==> src/rtl/input_conditioner.sv <==
// -----------------------------------------------------------------------------
// input_conditioner
//   Front end between the raw chip pins and the Turing machine core. Each raw
//   input passes through a 2-flop synchronizer. The Next and Done buttons are
//   then debounced into stable levels and one-cycle press strobes. The data
//   switches are captured on every accepted Next strobe, so the core sees a
//   stable symbol alongside each step strobe.
//
//   Optional feature macro: AUTO_REPEAT_EN
//     When this macro is defined, holding Next produces extra next_pulse
//     strobes. The first repeat comes REPEAT_DELAY cycles after the initial
//     pulse, and later repeats come every REPEAT_CYCLES cycles. When the macro
//     is undefined, the repeat timer is not built.
//
// Ports
//   clock       in   system clock, rising edge
//   reset       in   synchronous, active-high reset
//   data_raw    in   asynchronous data switches [DATA_WIDTH]
//   next_raw    in   asynchronous Next button, 1 = pressed
//   done_raw    in   asynchronous Done button, 1 = pressed
//   data_out    out  data captured at the last accepted Next pulse
//   next_pulse  out  one-cycle strobe per accepted Next press
//   done_pulse  out  one-cycle strobe per accepted Done press
//   next_level  out  debounced Next level
//   done_level  out  debounced Done level
// -----------------------------------------------------------------------------

// -----------------------------------------------------------------------------
// input_conditioner_debounce
//   Debounces one synchronized button sample. The debounced level changes only
//   after DEBOUNCE_CYCLES consecutive samples disagree with the current level.
//   The rise output is a combinational flag. It is high on the cycle whose
//   closing edge moves the FSM into PRESSED.
//
//   state    | meaning
//   ---------+-------------------------------------------
//   RELEASED | debounced level 0, counting samples of 1
//   PRESSED  | debounced level 1, counting samples of 0
//
// Ports
//   clock  in   system clock
//   reset  in   synchronous, active-high reset
//   s      in   synchronized button sample
//   level  out  debounced level
//   rise   out  high when the level toggles 0 -> 1 at the next edge
// -----------------------------------------------------------------------------
module input_conditioner_debounce #(
  parameter int DEBOUNCE_CYCLES = 50000,
  parameter int CNT_W           = 16
) (
  input  logic clock,
  input  logic reset,
  input  logic s,
  output logic level,
  output logic rise
);

  typedef enum logic {RELEASED = 1'b0, PRESSED = 1'b1} state_t;

  state_t             state, state_nxt;
  logic [CNT_W-1:0]   cnt, cnt_nxt;

  always_ff @(posedge clock) begin
    if (reset) begin
      state <= RELEASED;
      cnt   <= '0;
    end else begin
      state <= state_nxt;
      cnt   <= cnt_nxt;
    end
  end

  // Toggling on cnt == D-1 means the D-th disagreeing sample is the one that
  // moves the level. Because of that, cnt never holds a value of D or more.
  always_comb begin
    state_nxt = state;
    cnt_nxt   = '0;
    rise      = 1'b0;
    if (s != (state == PRESSED)) begin
      if (cnt == CNT_W'(DEBOUNCE_CYCLES - 1)) begin
        if (state == RELEASED) begin
          state_nxt = PRESSED;
          rise      = 1'b1;
        end else begin
          state_nxt = RELEASED;
        end
      end else begin
        cnt_nxt = cnt + CNT_W'(1);
      end
    end
  end

  assign level = (state == PRESSED);

endmodule

module input_conditioner #(
  parameter int DATA_WIDTH      = 4,
  parameter int DEBOUNCE_CYCLES = 50000,
  parameter int REPEAT_DELAY    = 500000,
  parameter int REPEAT_CYCLES   = 100000
) (
  input  logic                  clock,
  input  logic                  reset,
  input  logic [DATA_WIDTH-1:0] data_raw,
  input  logic                  next_raw,
  input  logic                  done_raw,
  output logic [DATA_WIDTH-1:0] data_out,
  output logic                  next_pulse,
  output logic                  done_pulse,
  output logic                  next_level,
  output logic                  done_level
);

  localparam int MAX_DR  = (DEBOUNCE_CYCLES > REPEAT_DELAY) ? DEBOUNCE_CYCLES : REPEAT_DELAY;
  localparam int MAX_ALL = (MAX_DR > REPEAT_CYCLES) ? MAX_DR : REPEAT_CYCLES;
  localparam int CNT_W   = $clog2(MAX_ALL + 1);
  localparam int SYNC_W  = DATA_WIDTH + 2;

  logic [SYNC_W-1:0]     sync1, sync2;
  logic [DATA_WIDTH-1:0] data_s;
  logic                  next_s, done_s;
  logic                  next_rise, done_rise;
  logic                  next_fire;

  // The data, Next and Done inputs all go through one synchronizer bank.
  // Reset clears it, so a button held through reset is seen as a fresh press.
  always_ff @(posedge clock) begin
    if (reset) begin
      sync1 <= '0;
      sync2 <= '0;
    end else begin
      sync1 <= {done_raw, next_raw, data_raw};
      sync2 <= sync1;
    end
  end

  assign data_s = sync2[DATA_WIDTH-1:0];
  assign next_s = sync2[DATA_WIDTH];
  assign done_s = sync2[DATA_WIDTH+1];

  input_conditioner_debounce #(
    .DEBOUNCE_CYCLES (DEBOUNCE_CYCLES),
    .CNT_W           (CNT_W)
  ) u_db_next (
    .clock (clock),
    .reset (reset),
    .s     (next_s),
    .level (next_level),
    .rise  (next_rise)
  );

  input_conditioner_debounce #(
    .DEBOUNCE_CYCLES (DEBOUNCE_CYCLES),
    .CNT_W           (CNT_W)
  ) u_db_done (
    .clock (clock),
    .reset (reset),
    .s     (done_s),
    .level (done_level),
    .rise  (done_rise)
  );

`ifdef AUTO_REPEAT_EN
  // The repeat timer is a down-counter. It is loaded on the press edge and
  // fires at terminal count. While the button is released it rests at 0, and
  // the next_level term in rpt_fire keeps it quiet in that state.
  logic [CNT_W-1:0] rpt_cnt;
  logic             rpt_fire;

  assign rpt_fire = next_level && (rpt_cnt == '0);

  always_ff @(posedge clock) begin
    if (reset) begin
      rpt_cnt <= '0;
    end else if (next_rise) begin
      rpt_cnt <= CNT_W'(REPEAT_DELAY - 1);
    end else if (!next_level) begin
      rpt_cnt <= '0;
    end else if (rpt_fire) begin
      rpt_cnt <= CNT_W'(REPEAT_CYCLES - 1);
    end else begin
      rpt_cnt <= rpt_cnt - CNT_W'(1);
    end
  end

  assign next_fire = next_rise | rpt_fire;
`else
  assign next_fire = next_rise;
`endif

  // If Done is accepted on the same edge as Next, Done wins. The Next strobe
  // is dropped, not deferred, and data_out keeps its previous value.
  always_ff @(posedge clock) begin
    if (reset) begin
      next_pulse <= 1'b0;
      done_pulse <= 1'b0;
      data_out   <= '0;
    end else begin
      done_pulse <= done_rise;
      next_pulse <= next_fire && !done_rise;
      if (next_fire && !done_rise) begin
        data_out <= data_s;
      end
    end
  end

endmodule

==> config.mk <==
export PLATFORM = sky130hd
export DESIGN_NAME = input_conditioner
export DESIGN_NICKNAME = d
export VERILOG_FILES = /design/src/rtl/input_conditioner.sv
export SDC_FILE = /design/constraint.sdc
export NUM_CORES = 1
export LEC_CHECK = 0
export CAP_MARGIN = 20
export CORE_ASPECT_RATIO = 1.4
export CORE_MARGIN = 2
export CORE_UTILIZATION = 30
export CTS_BUF_LIST = sky130_fd_sc_hd__clkbuf_2 sky130_fd_sc_hd__clkbuf_4 sky130_fd_sc_hd__clkbuf_8
export DETAILED_ROUTE_END_ITERATION = 12
export HOLD_SLACK_MARGIN = 0.06
export PLACE_DENSITY = 0.53
export SLEW_MARGIN = 10
export SYNTH_ARGS = -nofsm -noshare
export SYNTH_HDL_FRONTEND = slang
export SYNTH_SLANG_ARGS = --single-unit
==> constraint.sdc <==
create_clock -name clock -period 2.7 [get_ports clock]
set_input_delay 0.54 -clock clock [delete_from_list [all_inputs] [get_ports clock]]
set_output_delay 0.54 -clock clock [all_outputs]
set_load 0.03 [all_outputs]
=== After elaboration in Yosys (flattened, before gate mapping) ===
Index checks and enable logic that the tools add are counted.

* $add $sub $neg: 2
* Multipliers: 0
* Div/mod/pow operators: 0
* $lt $le $gt $ge: 0
* Equal/unequal tests: 4
* Shifts and indexed selects: 0
* Mux-type cells: 6
* Bitwise operators: 2
* Reduce and logical (&&, ||, !) cells: 6

{| class="wikitable"
|+ Operators with widths
! operator !! count
|-
| 19-bit by 1-bit adder with 19-bit output, second input constant || 2
|-
| 19-bit by 16-bit equality test with 1-bit output, second input constant || 2
|-
| 1-bit two-way mux || 6
|-
| 3-bit OR reduction || 2
|-
| 2-bit AND reduction || 2
|-
| 1-bit inequality test || 2
|-
| 1-bit NOT || 2
|-
| 1-bit logical AND || 1
|-
| 1-bit zero test || 1
|}

* Register bits after elaboration: 58
* Latch bits: 0
* RAM bits: 0
* Memory bits (read-only): 0
* Output and inout port bits: 8
* Memories kept: 0

=== Logic depth before layout (Yosys ltp) ===
Gate-level depths: netlist of run 1.

* Depth in word-level cells: 5
* Gate-level depth with buffers: 7
* Gate-level depth less buffers: 5

=== Cells and area by module ===
From an unflattened synthesis of run 1, not the netlist that was laid out.

* Cells, all modules: 263
* Area, all modules: 2,527.4 sq um

{| class="wikitable"
|+ Modules (own cells, without submodules)
! module !! times used !! cells an instance !! area an instance (sq um) !! seq. area each (sq um)
|-
| input_conditioner_debounce (u_db_next) || 1 || 108 || 1,013.5 || 400.4
|-
| input_conditioner_debounce (u_db_done) || 1 || 108 || 938.4 || 400.4
|-
| input_conditioner || 1 || 47 || 575.6 || 360.3
|}

=== Worst setup path after synthesis of run 1 ===
No wires, ideal clock.

* Path kind: register to register
* Start: register u_db_next.cnt[12]
* End: register data_out[0]
* Data arrival time: 1,885 ps
* Path slack: 743 ps
* Cell stages (with the launch flop): 5
* Period minus slack after synthesis: 1,957 ps
* Cell sequence: dfxtp_1 or4_1 or4_4 a2111oi_4 mux2i_1

* Cells in the longest elaborated chain, start to end: 4

{| class="wikitable"
|+ Ends and longest elaborated chain
! what !! line !! RTL
|-
| start, declared || 61 || <nowiki>logic [CNT_W-1:0] cnt, cnt_nxt;</nowiki>
|-
| start signal, assigned || 69 || <nowiki>cnt <= cnt_nxt;</nowiki>
|-
| 19-bit by 16-bit equality test with 1-bit output || 80 || <nowiki>if (cnt == CNT_W'(DEBOUNCE_CYCLES - 1)) begin</nowiki>
|-
| 1-bit two-way mux || 80 ||
|-
| 1-bit two-way mux || 79 || <nowiki>if (s != (state == PRESSED)) begin</nowiki>
|-
| 1-bit logical AND || 202 || <nowiki>if (next_fire && !done_rise) begin</nowiki>
|-
| end signal, assigned || 203 || <nowiki>data_out <= data_s;</nowiki>
|-
| end, declared || 108 || <nowiki>output logic [DATA_WIDTH-1:0] data_out,</nowiki>
|}

No other way between the ends.
A chain may end at the register's enable or synchronous reset.

=== Final worst setup path of run 1 ===
* Start: register u_db_done.cnt[17]
* End: register u_db_done.cnt[6]

* Cells in the longest elaborated chain, start to end: 2

{| class="wikitable"
|+ Ends and longest elaborated chain
! what !! line
|-
| start, declared || 61
|-
| start signal, assigned || 69
|-
| 19-bit by 16-bit equality test with 1-bit output || 80
|-
| 3-bit OR reduction (no line) || n/a
|}

No other way between the ends.

==> results of run 1 <==
[kinds of logic after synthesis]
logic type | after synthesis | synth area share
xor+xnor | 23 | 0.0810
compound gates | 31 | 0.0825
buf+inv | 15 | 0.0236
mux | 4 | 0.0161
flops | 58 | 0.467
fa+ha+maj | 2 | 0.0101
simple gates | 144 | 0.320
[through the flow]
step	worst slack [ns]	std cells	hold slack (ns)	area [sq um]
floorplan	0.743	277	0.414	2490
global placement	0.575	389	0.420	2750
detailed placement	0.547	389	0.424	2750
CTS	0.529	405	0.448	2980
global route	0.344	405	0.466	2980
finish	0.575	405	0.442	2980
[report_power, final]
| group | total [mW] | switching (mW) | internal (mW) |
|---|---|---|---|
| clock | 0.891 | 0.364 | 0.527 |
| combinational | 0.0329 | 0.0144 | 0.0185 |
| sequential | 0.867 | 0.00290 | 0.864 |
[synth_stat cells (2+ instances only)]
cell                       count
sky130_fd_sc_hd__nor3_1        6
sky130_fd_sc_hd__xor2_1        2
sky130_fd_sc_hd__a31o_2        2
sky130_fd_sc_hd__or3_1         9
sky130_fd_sc_hd__and3_1        2
sky130_fd_sc_hd__dfxtp_1      58
sky130_fd_sc_hd__nor4_1       11
sky130_fd_sc_hd__inv_1         8
sky130_fd_sc_hd__buf_2         2
sky130_fd_sc_hd__or4_1         8
sky130_fd_sc_hd__ha_1          2
sky130_fd_sc_hd__nand2_1      15
sky130_fd_sc_hd__o31ai_1       4
sky130_fd_sc_hd__nand4_1       9
sky130_fd_sc_hd__nand2b_1     11
sky130_fd_sc_hd__nand3_1      14
sky130_fd_sc_hd__mux2i_1       4
sky130_fd_sc_hd__nor2b_1      14
sky130_fd_sc_hd__xnor2_1      21
sky130_fd_sc_hd__o21ai_0       6
sky130_fd_sc_hd__nor2_1       35
sky130_fd_sc_hd__a21oi_1      14
sky130_fd_sc_hd__clkbuf_1      5
[registers in the layout, indices dropped and copies added (netlist names)]
signal and flops:
sync1 6, u_db_done.level 1, u_db_next.level 1, next_pulse 1, u_db_done.cnt 19, data_out 4
done_pulse 1, u_db_next.cnt 19, sync2 6
[per-layer routing]
layer  GRT usage  vias up  part of all wire
met2       0.190       43              0.49
met1       0.158      918              0.45
met3      0.0365       11             0.037
li1            -     1025                 -
met5           0        -                 0
met4      0.0621        0             0.024
[worst min path at each step]
stage	start	to	slack, ns	cells after the start
2_1_floorplan	sync1[0]	sync2[0]	0.41	1
3_3_place_gp	sync1[2]	sync2[2]	0.42	1
3_5_place_dp	sync1[4]	sync2[4]	0.42	1
4_1_cts	sync1[3]	sync2[3]	0.45	1
5_1_grt	sync1[1]	sync2[1]	0.47	1
6_report	sync1[3]	sync2[3]	0.44	1
[area by class of cell]
type                            instances  area, sq um
Clock inverter                          7          103
Sequential cell                        58         1160
Timing Repair Buffer                   17          165
Fill cell                             833         5120
Clock buffer                            9          124
Inverter                                8         30.0
Tap cell                              102          128
Multi-Input combinational cell        204         1270
[cell usage in the layout (no fill, tap or decap), drive strengths merged, types with 2 or more instances in the layout]
master | netlist | final
o21ai | 7 | 7
or3 | 9 | 9
a31o | 2 | 2
nand3 | 14 | 14
nor2b | 14 | 14
and3 | 3 | 3
xor2 | 2 | 2
clkbuf | 5 | 9
a21oi | 14 | 14
ha | 2 | 2
clkdlybuf4s50 | 0 | 15
dfxtp | 58 | 58
nand4 | 9 | 9
or4 | 9 | 9
clkinv | 0 | 3
nand2 | 15 | 15
o31ai | 4 | 4
nor2 | 35 | 35
nand2b | 11 | 11
inv | 8 | 9
buf | 2 | 2
nor3 | 6 | 6
bufinv | 0 | 2
nor4 | 11 | 11
xnor2 | 21 | 21
mux2i | 4 | 4
==> impl_metrics.env, run 1 <==
export IMPL_status="completed"
export IMPL_cp_max_fo=18
export IMPL_postCtsResizedCells=0
export IMPL_critical_path_required_ns=2.90
export IMPL_rsz0062_at_grt="false"
export IMPL_startpoint_type="flip-flop"
export IMPL_placeableCoreArea_sq_um=8100
export IMPL_antenna_found_initial=0
export IMPL_timing_clock_skew_ns=0.00579
export IMPL_final_layout_size_suffix_gt1_frac=0.0891
export IMPL_design_power_total_mw=1.79
export IMPL_die_h_microns=112
export IMPL_pwr_density_cell_nw_per_um2=601
export IMPL_tritoncts="built"
export IMPL_achievable_frequency_mhz=471
export IMPL_drt_pass1_iterations=4
export IMPL_yosysWarningCount=0
export IMPL_first_global_vias=1891
export IMPL_timing_reg2reg_worst_path_depth=4
export IMPL_cts_setup_buffers=0
export IMPL_grt_pass1_wl_microns=8760
export IMPL_slew_limit_headroom=0.579
export IMPL_drt_iter0_drc=90
export IMPL_yosys_register_bits=58
export IMPL_fp_dieArea_sq_um=9050
export IMPL_route_detailed_wl_per_inst_microns=12.5
export IMPL_ir_worst_vdd_mv=0.282
export IMPL_r2r_slack_ns=0.58
export IMPL_globalRouteTotalUtil=0.124
export IMPL_timing_critical_path_cells="or4_1, nor4_1, a21o_1, nor2_1"
export IMPL_detailedPlacementHpwl_microns=3610
export IMPL_number_of_enable_flip_flop_cells_after_synthesis=0
export IMPL_rows=39
export IMPL_ctsRootBufferMaster="sky130_fd_sc_hd__clkbuf_8"
export IMPL_tightestPinTransition_ns=0.626
export IMPL_critical_path_slowest_cell="sky130_fd_sc_hd__a21o_1"
export IMPL_synth_distinct_cells=38
export IMPL_synth_seq_area_share=0.467
export IMPL_cts_max_path_buffers=2
export IMPL_synth_avg_cell_area_sq_um=8.98
export IMPL_critical_path_cell_count=4
export IMPL_drcViolationCount=0
export IMPL_cts_buffers=9
export IMPL_max_cap_viol_count=0
export IMPL_area_growth_syn_to_layout_pct=19.7
export IMPL_synthArstFlopShare=0
export IMPL_worstHoldPathType="flip-flop to flip-flop"
export IMPL_finalHoldViolations=0
export IMPL_synth_area_leader_cell="sky130_fd_sc_hd__dfxtp_1"
export IMPL_dominantRegCellSynth="sky130_fd_sc_hd__dfxtp_1"
export IMPL_syn_nets=287
export IMPL_critical_path_top_delay_family="simple AND/OR/NAND/NOR gates"
export IMPL_cts_hold_fix_buffers=0
export IMPL_clk_latency_ns=0.33
export IMPL_grt_max_degree=25
export IMPL_synth_area_top_cells="sky130_fd_sc_hd__dfxtp_1 (47%), sky130_fd_sc_hd__xnor2_1 (7.4%), sky130_fd_sc_hd__nor2_1 (5.3%)"
export IMPL_fin_setup_tns_ns=0
export IMPL_timing_final_crit_share=0.787
export IMPL_critPathArrivalTime_ns=2.32
export IMPL_die_w_microns=81.0
export IMPL_slowest_delay_ns=0.58
export IMPL_power_leakage_nw=0.867
export IMPL_final_core_utilization=0.368
export IMPL_port_buffer_count=15
export IMPL_routed_wl_microns=5080
export IMPL_layout_min_cycle_time_ns=2.12
export IMPL_finalWeightedCongestion=0.755
export IMPL_netlist_area_sq_um=2490
export IMPL_timing_final_max_slew_violations=0
export IMPL_starting_density_of_the_core=0.307
export IMPL_timing_critical_path_buf_inv=0
export IMPL_cts_htree_levels=3
export IMPL_r2r_end="u_db_done.cnt[6]"
export IMPL_nets_final=308
export IMPL_cts_sink_count=58
export IMPL_path_class="flip-flop to flip-flop"
export IMPL_n_antenna_cell=0
export IMPL_worst_setup_path_end_kind="flip-flop"
export IMPL_overflow_left_after_global_routing=0
export IMPL_setup_violations_final=0
export IMPL_critPathCapture="u_db_done.cnt[6]"
export IMPL_io_pin_count=16
export IMPL_cts_reportedPaths_clkPinSlew_ns=0.07
export IMPL_number_of_vias_after_detailed_routing=1997
export IMPL_source_of_the_worst_register_to_register_timing_path="u_db_done.cnt[17]"
export IMPL_via_per_inst=4.93
export IMPL_final_antenna_net_count=0
export IMPL_crit_start="u_db_done.cnt[17]"
export IMPL_post_synth_top_area_fraction=0.467
export IMPL_netlist_instances=277
(Power assumes the default switching activity.)
==> run 2: changes to the inputs <==
==> constraint.sdc (replaced) <==
create_clock -name clock -period 2.1 [get_ports clock]
set_input_delay 0.42 -clock clock [delete_from_list [all_inputs] [get_ports clock]]
set_output_delay 0.42 -clock clock [all_outputs]
set_load 0.03 [all_outputs]
==> run 2 against run 1 <==
  * Non-clock buffer count up 15
  * Sequential cell count unchanged
  * Sequential power up 29%
  * Critical endpoint is now data_out[2]
==> impl_metrics.env, run 2 (synthesis gave the netlist of run 1 again) <==
export IMPL_critical_path_slowest_cell="sky130_fd_sc_hd__or4_1"
export IMPL_die_w_microns=81.0
export IMPL_timing_final_crit_share=0.971
export IMPL_p_switching_mw=0.483
export IMPL_cts_sink_count=58
export IMPL_source_of_the_worst_register_to_register_timing_path="u_db_next.cnt[12]"
export IMPL_pwr_density_cell_nw_per_um2=739
export IMPL_die_h_microns=112
export IMPL_cts_htree_levels=3
export IMPL_ir_worst_vdd_mv=0.414
export IMPL_worst_setup_path_end_kind="flip-flop"
export IMPL_fin_setup_tns_ns=0
export IMPL_switching_power_share_of_the_total=0.211
export IMPL_timing_final_max_slew_violations=0
export IMPL_final_common_cell="sky130_fd_sc_hd__dfxtp_1"
export IMPL_finalHoldViolations=0
export IMPL_drt_iter0_drc=89
export IMPL_port_buffer_count=15
export IMPL_status="completed"
export IMPL_grt_max_degree=20
export IMPL_max_cap_viol_count=0
export IMPL_overflow_left_after_global_routing=0
export IMPL_antenna_found_initial=0
export IMPL_clk_latency_ns=0.34
export IMPL_drt_pass1_iterations=4
export IMPL_detailedPlacementHpwl_microns=3840
export IMPL_placeableCoreArea_sq_um=8100
export IMPL_mostFrequentLayoutCells="sky130_fd_sc_hd__dfxtp_1 (58), sky130_fd_sc_hd__nor2_1 (35), sky130_fd_sc_hd__xnor2_1 (21)"
export IMPL_cts_max_path_buffers=2
export IMPL_p_int_mw=1.80
export IMPL_via_per_inst=4.89
export IMPL_ctsRootBufferMaster="sky130_fd_sc_hd__clkbuf_8"
export IMPL_final_core_utilization=0.382
export IMPL_finalWeightedCongestion=0.800
export IMPL_grt_pass1_wl_microns=8930
export IMPL_hold_path_startpoint="sync1[2]"
export IMPL_worstHoldPathType="flip-flop to flip-flop"
export IMPL_globalRouteTotalUtil=0.127
export IMPL_route_detailed_wl_per_inst_microns=12.7
export IMPL_crit_start="u_db_next.cnt[12]"
export IMPL_nets_final=323
export IMPL_path_class="flip-flop to flip-flop"
export IMPL_clkPwrFrac=0.491
export IMPL_final_antenna_net_count=0
export IMPL_rows=39
export IMPL_slowest_delay_ns=0.51
export IMPL_n_antenna_cell=0
export IMPL_final_layout_size_suffix_gt1_frac=0.132
export IMPL_tightestPinTransition_ns=0.540
export IMPL_timing_critical_path_cells="or4_1, or4_4, a2111oi_4, buf_4, mux2i_1"
export IMPL_largest_registers="u_db_done.cnt: 19 flops, u_db_next.cnt: 19 flops"
export IMPL_area_growth_syn_to_layout_pct=24.4
export IMPL_first_global_vias=1946
export IMPL_cts_reportedPaths_clkPinSlew_ns=0.07
export IMPL_layout_min_cycle_time_ns=2.04
export IMPL_share_comb_of_total_power=0.021
export IMPL_routed_wl_microns=5320
export IMPL_critical_path_required_ns=2.37
export IMPL_rsz0062_at_grt="true"
export IMPL_drcViolationCount=0
export IMPL_starting_density_of_the_core=0.307
export IMPL_achievable_frequency_mhz=490
export IMPL_tritoncts="built"
export IMPL_timing_clock_skew_ns=0.00566
export IMPL_cts_buffers=9
export IMPL_critPathArrivalTime_ns=2.31
export IMPL_cp_max_fo=4
export IMPL_slew_limit_headroom=0.637
export IMPL_setup_violations_final=0
export IMPL_io_pin_count=16
export IMPL_pwr_share_seq=0.488
export IMPL_startpoint_type="flip-flop"
export IMPL_fp_dieArea_sq_um=9050
export IMPL_power_leakage_nw=0.946
export IMPL_number_of_vias_after_detailed_routing=2055
[run 2: path summary, 6_finish.rpt]
kind                               endpoint  slack, ns  depth (start not counted)
worst min-delay path               sync2[2]       0.44                          1
worst max register to register  data_out[2]       0.06                          5
worst min register to register     sync2[2]       0.44                          1
worst max-delay path            data_out[2]       0.06                          5
[run 2: area by class of cell]
class | instances | area (sq um)
clock buffer | 9 | 124
clock inverter | 7 | 93.8
fill | 859 | 5010
inverter | 8 | 30.0
multi-input combinational | 204 | 1270
sequential | 58 | 1160
tap | 102 | 128
timing repair buffer | 32 | 290
[run 2: worst max-delay path, delay by kind of cell (launching register included)]
kind,cells,cell delay [ns]
flops,1,0.31
simple gates,2,1.02
buf+inv,1,0.19
mux,1,0.17
compound gates,1,0.27
[run 2: power by group through the flow]
stage          logic (mW)  registers (mW)  clock network [mW]
2_1_floorplan      0.0237            1.14                   0
5_1_grt            0.0530            1.12                1.20
3_3_place_gp       0.0481            1.14                   0
6_report           0.0477            1.12                1.12
3_5_place_dp       0.0485            1.14                   0
4_1_cts            0.0488            1.12                1.15
[run 2: metal layers]
layer | track usage | vias up | part of all wire
li1 | - | 1049 | -
met1 | 0.148 | 975 | 0.43
met3 | 0.0389 | 9 | 0.033
met2 | 0.206 | 22 | 0.52
met5 | 0 | - | 0
met4 | 0.0633 | 0 | 0.018
[run 2: timing repair]
action                     4_1_cts  5_1_grt
gates resized for setup          0        0
setup endpoints to repair        0        2
setup buffers                    0        1
hold buffers                     0        0
[run 2: stage by stage]
stage	instances	total power [mW]	cell area, sq um	worst slack (ns)	hold WS, ns
global placement	403	1.19	2870	0.115	0.419
CTS	419	2.31	3090	0.0746	0.441
floorplan	277	1.16	2490	0.143	0.414
finish	420	2.29	3090	0.0612	0.438
global route	420	2.37	3090	-0.0339	0.455
detailed placement	403	1.19	2870	0.0944	0.423
